## config.mk

```make
export PLATFORM = sky130hd
export DESIGN_NAME = freq_gen_multi_flat
export DESIGN_NICKNAME = d
export VERILOG_FILES = /design/src/rtl/freq_gen_pkg.sv /design/src/rtl/freq_gen_multi_if.sv /design/src/rtl/freq_gen_ch.sv /design/src/rtl/freq_gen_multi.sv /design/src/flat_wrapper.sv
export SDC_FILE = /design/constraint.sdc
export NUM_CORES = 1
export LEC_CHECK = 0
export ABC_AREA = 0
export BUFFER_PORTS_ARGS = -buffer_cell sky130_fd_sc_hd__buf_2
export CORE_MARGIN = 10
export CORE_UTILIZATION = 35
export DETAILED_ROUTE_END_ITERATION = 8
export HOLD_SLACK_MARGIN = 0.03
export PLACE_DENSITY = 0.5
export SYNTH_ARGS = -nofsm -noshare
export SYNTH_HDL_FRONTEND = slang
export SYNTH_SLANG_ARGS = --single-unit
```

## constraint.sdc

```tcl
create_clock -name clock -period 7.6 [get_ports clock]
set_input_delay 1.14 -clock clock [delete_from_list [all_inputs] [get_ports clock]]
set_output_delay 1.14 -clock clock [all_outputs]
set_load 0.01 [all_outputs]
```

## src/rtl/freq_gen_pkg.sv

```systemverilog
// Shared constants and helpers for the multi-channel divided-clock generator.
// Latency: none (types, constants and pure functions only).
// Backpressure: not applicable.
package freq_gen_pkg;

  // Smallest divisor that still yields a square wave (one high, one low cycle).
  localparam int MIN_DIV = 2;

  // Largest supported channel count and the index width it needs.
  localparam int MAX_CH   = 16;
  localparam int CH_W_MAX = 4;

  // Channel-index width for a given channel count, never narrower than 1 bit.
  function automatic int ch_idx_w(input int n);
    return (n > 1) ? $clog2(n) : 1;
  endfunction

  // High-phase length of a period of n cycles: the odd cycle goes to the high phase.
  function automatic int unsigned hi_len(input int unsigned n);
    return n - (n >> 1);
  endfunction

endpackage

```

## src/rtl/freq_gen_multi_if.sv

```systemverilog
// Divisor-write channel: request (valid/channel/divisor), ready and error pulse.
// Latency: ready is combinational; error pulses one cycle after a rejected write.
// Backpressure: ready is low while the addressed channel holds an unapplied write.
interface freq_gen_multi_if
  import freq_gen_pkg::*;
#(
  parameter int NUM_CH = 4,
  parameter int DIV_W  = 16
);
  localparam int CH_W = ch_idx_w(NUM_CH);

  logic              cfg_valid_i;
  logic [CH_W-1:0]   cfg_ch_i;
  logic [DIV_W-1:0]  cfg_div_i;
  logic              cfg_ready_o;
  logic              cfg_err_o;

  modport master (
    output cfg_valid_i, cfg_ch_i, cfg_div_i,
    input  cfg_ready_o, cfg_err_o
  );

  modport slave (
    input  cfg_valid_i, cfg_ch_i, cfg_div_i,
    output cfg_ready_o, cfg_err_o
  );
endinterface

```

## src/rtl/freq_gen_ch.sv

```systemverilog
// One divided-clock channel: active/shadow divisor, pending flag, period counter.
// Latency: clk_o/tick_o registered; enable or sync starts a high phase after one edge.
// Backpressure: pend stays high from an accepted write until the edge that applies it.
module freq_gen_ch
  import freq_gen_pkg::*;
#(
  parameter int DIV_W   = 16,
  parameter int DEF_DIV = 40
) (
  input  logic             clock,
  input  logic             reset_n,
  input  logic             en,
  input  logic             sync,
  input  logic             wr,
  input  logic [DIV_W-1:0] wr_div,
  output logic             pend,
  output logic             clk_o,
  output logic             tick_o
);

  logic [DIV_W-1:0] a_q, a_d, s_q, s_d, cnt_q, cnt_d, hi;
  logic             p_q, p_d, run_q, clk_d, tick_d;

  assign hi   = DIV_W'(hi_len(32'(a_q)));
  assign pend = p_q;

  // Next-state: disable, then sync or (re)start, then period wrap, else count.
  always_comb begin
    a_d    = a_q;
    s_d    = s_q;
    p_d    = p_q;
    cnt_d  = cnt_q;
    clk_d  = 1'b0;
    tick_d = 1'b0;
    if (!en) begin
      // Stopped: nothing to stay glitch-free for, so a pending divisor lands now.
      cnt_d = '0;
      if (p_q) begin
        a_d = s_q;
        p_d = 1'b0;
      end
    end else if (sync || !run_q || (cnt_q >= a_q - DIV_W'(1))) begin
      // Period start; every divisor is at least 2, so the first cycle is high.
      cnt_d  = '0;
      clk_d  = 1'b1;
      tick_d = 1'b1;
      if (p_q) begin
        a_d = s_q;
        p_d = 1'b0;
      end
    end else begin
      cnt_d = cnt_q + DIV_W'(1);
      clk_d = (cnt_d < hi);
    end
    // Writes are only accepted while nothing is pending, so this never masks a load.
    if (wr) begin
      s_d = wr_div;
      p_d = 1'b1;
    end
  end

  // Channel state registers.
  always_ff @(posedge clock or negedge reset_n) begin
    if (!reset_n) begin
      a_q    <= DIV_W'(DEF_DIV);
      s_q    <= DIV_W'(DEF_DIV);
      p_q    <= 1'b0;
      cnt_q  <= '0;
      run_q  <= 1'b0;
      clk_o  <= 1'b0;
      tick_o <= 1'b0;
    end else begin
      a_q    <= a_d;
      s_q    <= s_d;
      p_q    <= p_d;
      cnt_q  <= cnt_d;
      run_q  <= en;
      clk_o  <= clk_d;
      tick_o <= tick_d;
    end
  end

endmodule

```

## src/rtl/freq_gen_multi.sv

```systemverilog
// NUM_CH independent square waves from one clock, divisors retimed to period boundaries.
// Latency: outputs registered; rejected-write error pulses the cycle after the accept edge.
// Backpressure: cfg_ready_o low while the addressed channel has a pending write; FREQ_GEN_SYNC_EN adds sync_i.
module freq_gen_multi
  import freq_gen_pkg::*;
#(
  parameter int NUM_CH  = 4,
  parameter int DIV_W   = 16,
  parameter int DEF_DIV = 40
) (
  input  logic              clock,
  input  logic              reset_n,
`ifdef FREQ_GEN_SYNC_EN
  input  logic              sync_i,
`endif
  input  logic [NUM_CH-1:0] en_i,
  freq_gen_multi_if.slave   cfg,
  output logic [NUM_CH-1:0] clk_o,
  output logic [NUM_CH-1:0] tick_o
);

  localparam int CH_W = ch_idx_w(NUM_CH);

  logic [NUM_CH-1:0]      pend;
  logic [NUM_CH-1:0]      wr;
  logic [(2**CH_W)-1:0]   pend_pad;
  logic                   accept, bad, err_q, sync;

`ifdef FREQ_GEN_SYNC_EN
  assign sync = sync_i;
`else
  assign sync = 1'b0;
`endif

  // Unused channel indices read as never-pending so out-of-range writes get accepted and flagged.
  always_comb begin
    pend_pad             = '0;
    pend_pad[NUM_CH-1:0] = pend;
  end

  assign cfg.cfg_ready_o = ~pend_pad[cfg.cfg_ch_i];
  assign accept          = cfg.cfg_valid_i & cfg.cfg_ready_o;
  assign bad             = (cfg.cfg_div_i < DIV_W'(MIN_DIV)) || (32'(cfg.cfg_ch_i) >= NUM_CH);
  assign cfg.cfg_err_o   = err_q;

  // Decode an accepted, legal write to its channel.
  always_comb begin
    wr = '0;
    for (int i = 0; i < NUM_CH; i++) begin
      wr[i] = accept && !bad && (cfg.cfg_ch_i == CH_W'(i));
    end
  end

  // One-cycle error pulse for writes that were accepted but discarded.
  always_ff @(posedge clock or negedge reset_n) begin
    if (!reset_n) err_q <= 1'b0;
    else          err_q <= accept & bad;
  end

  for (genvar g = 0; g < NUM_CH; g++) begin : g_ch
    freq_gen_ch #(
      .DIV_W   (DIV_W),
      .DEF_DIV (DEF_DIV)
    ) u_ch (
      .clock   (clock),
      .reset_n (reset_n),
      .en      (en_i[g]),
      .sync    (sync),
      .wr      (wr[g]),
      .wr_div  (cfg.cfg_div_i),
      .pend    (pend[g]),
      .clk_o   (clk_o[g]),
      .tick_o  (tick_o[g])
    );
  end

endmodule
```

## src/flat_wrapper.sv

```systemverilog
// flat-port wrapper written by rule: the top's interface ports become plain ports
module freq_gen_multi_flat import freq_gen_pkg::*;
#(
  parameter int NUM_CH  = 4,
  parameter int DIV_W   = 16,
  parameter int DEF_DIV = 40
)
  (clock, reset_n, en_i, clk_o, tick_o, cfg_cfg_valid_i, cfg_cfg_ch_i, cfg_cfg_div_i, cfg_cfg_ready_o, cfg_cfg_err_o);
  freq_gen_multi_if #(.NUM_CH(NUM_CH), .DIV_W(DIV_W)) cfg_i ();
  input  logic clock;
  input  logic reset_n;
  input  logic [NUM_CH-1:0] en_i;
  output logic [NUM_CH-1:0] clk_o;
  output logic [NUM_CH-1:0] tick_o;
  input wire logic [$bits(cfg_i.cfg_valid_i)-1:0] cfg_cfg_valid_i;
  input wire logic [$bits(cfg_i.cfg_ch_i)-1:0] cfg_cfg_ch_i;
  input wire logic [$bits(cfg_i.cfg_div_i)-1:0] cfg_cfg_div_i;
  output wire logic [$bits(cfg_i.cfg_ready_o)-1:0] cfg_cfg_ready_o;
  output wire logic [$bits(cfg_i.cfg_err_o)-1:0] cfg_cfg_err_o;
  assign cfg_i.cfg_valid_i = cfg_cfg_valid_i;
  assign cfg_i.cfg_ch_i = cfg_cfg_ch_i;
  assign cfg_i.cfg_div_i = cfg_cfg_div_i;
  assign cfg_cfg_ready_o = cfg_i.cfg_ready_o;
  assign cfg_cfg_err_o = cfg_i.cfg_err_o;
  freq_gen_multi #(.NUM_CH(NUM_CH), .DIV_W(DIV_W), .DEF_DIV(DEF_DIV)) u_core (.clock(clock), .reset_n(reset_n), .en_i(en_i), .cfg(cfg_i), .clk_o(clk_o), .tick_o(tick_o));
endmodule
```

==> results.md <==
* Synth top area share at 0.300
* Sequential-to-total area share from yosys stat at 0.326
* WL final at 36200 um
* Count of final max-slew check failures at 0
* Asr flop ratio synth at 1.00
* Endpoint, Worst Hold: u_core.g_ch[1].u_ch.s_q[11]$_DFFE_PN0P_
* P_leak at 8.23 nW
* Outcome: finished, final reports clean
* Final hold vios at 0
* CP Capture Type: flop
* # hold bufs at CTS at 0
* Die width at 234 um
* Layout cells sized above 1 at 0.149
* Fin crit share at 0.628
* Setup violations, final at 0
* Number of I/O port buffers at 34
* Final HPWL DP at 27900 um
* Slew @ Worst Pin at 1.01 ns
* Iter 0 DRT Violations at 498
* Power Density at 398 nW/um2
* Min-delay worst type: flop to flop
* Max Freq at 0.209 GHz
* I/O pin total at 35
* Initial antenna violation count at 4
* # DRC at 0
* Synth warnings at 0
* Num CTS Buffers at 26
* Rel. slew slack at 0.325
* Post-Synth XOR/XNOR Area at 0.0871
* Via/cell ratio at 4.98
* Post-route ant nets at 0
* Largest net degree at the start of global routing at 131
* Max-Cap Viols at 0
* Setup_tns at 0 ns
* Mapped Area at 16100 um2
* Vias in the first global route at 11800
* Portion of netlist area occupied by mux cells at 0.0956
* Detailed Routing Iterations Pass 1 at 5
* Synth Area in Simple Gates at 0.136
* Resized cells post-CTS at 0
* Fill cell count at 4569
* P&R area growth vs syn at 10.3%
* Syn_nets at 1885
* Gr ovfl total at 0
* Worst R2R Path Depth at 15
* Postcts setup bufs at 0
* DR vias at 11200
* Type of the worst setup path: flop to flop
* CTS Sinks at 209
* Maximum vdd drop at 0.000187 V
* CP Max Fanout at 18
* Top post-synthesis cells by area: dfrtp_1 (30%), ha_1 (20%), mux2_2 (8.3%)
* Post-synth EDFFs at 0
* # rows at 78
* Number of H-tree levels at 1
* Distinct cells, synth at 63
* HP Start: u_core.g_ch[1].u_ch.s_q[11]$_DFFE_PN0P_
* Area leader, netlist: dfrtp_1
* Clock transition at path regs at 0.06 ns
* Compound-Gate Fraction of Synth Area at 0.101
* DIE AREA at 54900 um2
* Reg-to-Reg Start: u_core.g_ch[2].u_ch.a_q[2]$_DFFE_PN0P_
* Slowest-stage cell, CP: o2111ai_2
* Min-Delay Path Depth at 1
* First-pass GRT wire length at 60400 um
* Nets at 1926
* Worst Skew at 0.0133 ns
* FF-to-FF End: u_core.g_ch[2].u_ch.a_q[8]$_DFFE_PN0P_
* Unrepaired setup endpoints after global routing: false
* Mapped Avg Cell Area at 10.1 um2
* Crit-path cells: inv_1 -> ha_1 -> a21boi_0 -> o21ai_0 -> a21boi_0 -> and2_1 -> nand4_1 -> xnor2_1 -> ha_1 -> nand2_1 -> nor4_1 -> nand3_1 -> o2111ai_2 -> nand2_2 -> mux2_2
* Worst Path Arrival at 5.20 ns
* Worst EP required at 8.03 ns
* Final Wtd Congestion at 0.852
* Power, Total at 7.07 mW
* Main synth FF type: dfrtp_1
* Crit-path max cell delay at 0.72 ns
* Flops & latches, synth at 209
* Max Buffers Root-to-Sink at 3
* Starting Density at 0.355
* DIE HEIGHT at 234 um
* Post-synthesis adder-cell area fraction at 0.207
* Startpoint types: flop
* Total track usage at 0.134
* Root buf cell: clkbuf_16
* Worst-skew pair later-pin latency at 0.55 ns
* Flop-to-flop setup slack at 2.83 ns
* Routed length per placed instance at 16.0 um
* Synthesized instance count at 1596
* Core Footprint at 45400 um2
* Final Critical Period at 4.77 ns
* CTS tree: built
* Largest family of logic cells by synthesized area: adder cells
* N_diodes at 0
* Final Util at 0.391
==> power breakdown <==
part | internal, mW | leakage, nW | switching [mW]
Clock | 0.767 | 0.425 | 0.496
Combinational | 1.86 | 5.20 | 2.35
Sequential | 1.37 | 2.61 | 0.219
==> worst max-delay path: cells and delay by family, from the launching register on <==
kind	cells	cell delay, ns
compound gates	4	1.51
flops	1	0.43
mux	1	0.39
buf+inv	1	0.20
simple gates	6	1.48
fa+ha+maj	2	0.47
xor+xnor	1	0.15
==> cell families after synthesis <==
logic type / count (synthesis)
flops: 209
buf+inv: 176
simple gates: 413
compound gates: 241
mux: 133
xor+xnor: 160
fa+ha+maj: 264
==> cell type report <==
| type | count | area, um2 | area share |
|---|---|---|---|
| multi-input cells | 1211 | 10100 | 0.569 |
| flip-flops and latches | 209 | 5250 | 0.296 |
| clock buffers | 38 | 767 | 0.0432 |
| well taps | 600 | 751 | 0.0423 |
| inverters | 151 | 567 | 0.0319 |
| repair buffers | 38 | 210 | 0.0118 |
| clock inverters | 10 | 111 | 0.00627 |
==> per-stage QoR <==
stage | hold WS, ns | worst slack (ns) | cell area, um2 | instances
floorplan | 0.475 | 3.83 | 16100 | 1596
global placement | 0.485 | 2.95 | 16900 | 2209
detailed placement | 0.490 | 2.83 | 16900 | 2209
CTS | 0.502 | 2.81 | 17700 | 2257
global route | 0.513 | 2.31 | 17700 | 2257
finish | 0.499 | 2.83 | 17700 | 2257
==> worst max-delay path by stage <==
| stage | end | slack, ns | cells past startpoint | from |
|---|---|---|---|---|
| after floorplan | u_core.g_ch[0].u_ch.a_q[10]$_DFFE_PN0P_ | 3.83 | 16 | u_core.g_ch[0].u_ch.a_q[2]$_DFFE_PN0P_ |
| after global placement | u_core.g_ch[2].u_ch.a_q[1]$_DFFE_PN0P_ | 2.95 | 15 | u_core.g_ch[2].u_ch.a_q[2]$_DFFE_PN0P_ |
| after detailed placement | u_core.g_ch[2].u_ch.a_q[9]$_DFFE_PN0P_ | 2.83 | 15 | u_core.g_ch[2].u_ch.a_q[2]$_DFFE_PN0P_ |
| after CTS | u_core.g_ch[2].u_ch.a_q[8]$_DFFE_PN0P_ | 2.81 | 15 | u_core.g_ch[2].u_ch.a_q[2]$_DFFE_PN0P_ |
| after global routing | u_core.g_ch[2].u_ch.a_q[14]$_DFFE_PN0P_ | 2.31 | 15 | u_core.g_ch[2].u_ch.a_q[2]$_DFFE_PN0P_ |
| final | u_core.g_ch[2].u_ch.a_q[8]$_DFFE_PN0P_ | 2.83 | 15 | u_core.g_ch[2].u_ch.a_q[2]$_DFFE_PN0P_ |
==> cells in the mapped netlist (19+ instances only) <==
cell type and count:
nor2b_1 60, nand2_1 72, and3_1 19, nor4_1 20, ha_1 260, mux2_2 119, nor3_1 28, xor2_1 25
dfrtp_1 193, nand3_1 47, inv_1 151, nor2_1 73, o21ai_0 31, nand4_1 19, a21oi_1 79, nand2b_1 24
xnor2_1 135
==> metal layers <==
layer	global-route usage	share of wire	up-vias	routed length, um
li1	-	-	5674	-
met4	0.0322	0.019	4	672
met2	0.227	0.46	115	16600
met1	0.176	0.49	5408	17600
met5	0	0.00058	-	21
met3	0.0219	0.035	46	1280
==> layout by cell type (no fill, tap or decap), types with 5 or more instances in the layout <==
cell and count:
or3_1 9, xnor2_1 135, a31oi_1 7, o31ai_1 13, o2111ai_1 7, o211ai_1 11, and3_1 19, mux2_4 9
nand2_1 72, nand3b_1 7, and2_1 8, clkbuf_16 27, o221ai_1 7, buf_2 33, nand3_1 47, o21ai_0 31
ha_1 260, o21bai_1 9, xor2_1 25, nor2b_1 60, clkbuf_8 5, a211oi_1 18, and2b_1 7, mux2_2 119
nor4_1 20, a21o_1 7, a21boi_0 17, a221o_1 8, dfstp_2 16, a21oi_1 79, nand4_1 19, nand2b_1 24
nor3_1 28, nor2_1 73, a221oi_1 8, inv_1 151, clkbuf_1 6, dfrtp_1 193
==> registers in the layout, summed over array words and instances, names as in the netlist <==
name,cells
u_core.g_ch.u_ch.a_q,64
u_core.g_ch.u_ch.cnt_q,64
u_core.g_ch.u_ch.s_q,64
u_core.g_ch.u_ch.clk_o,4
u_core.g_ch.u_ch.pend,4
u_core.g_ch.u_ch.run_q,4
u_core.g_ch.u_ch.tick_o,4
u_core.cfg.cfg_err_o,1
No activity file was read; power rests on OpenSTA's default activity.
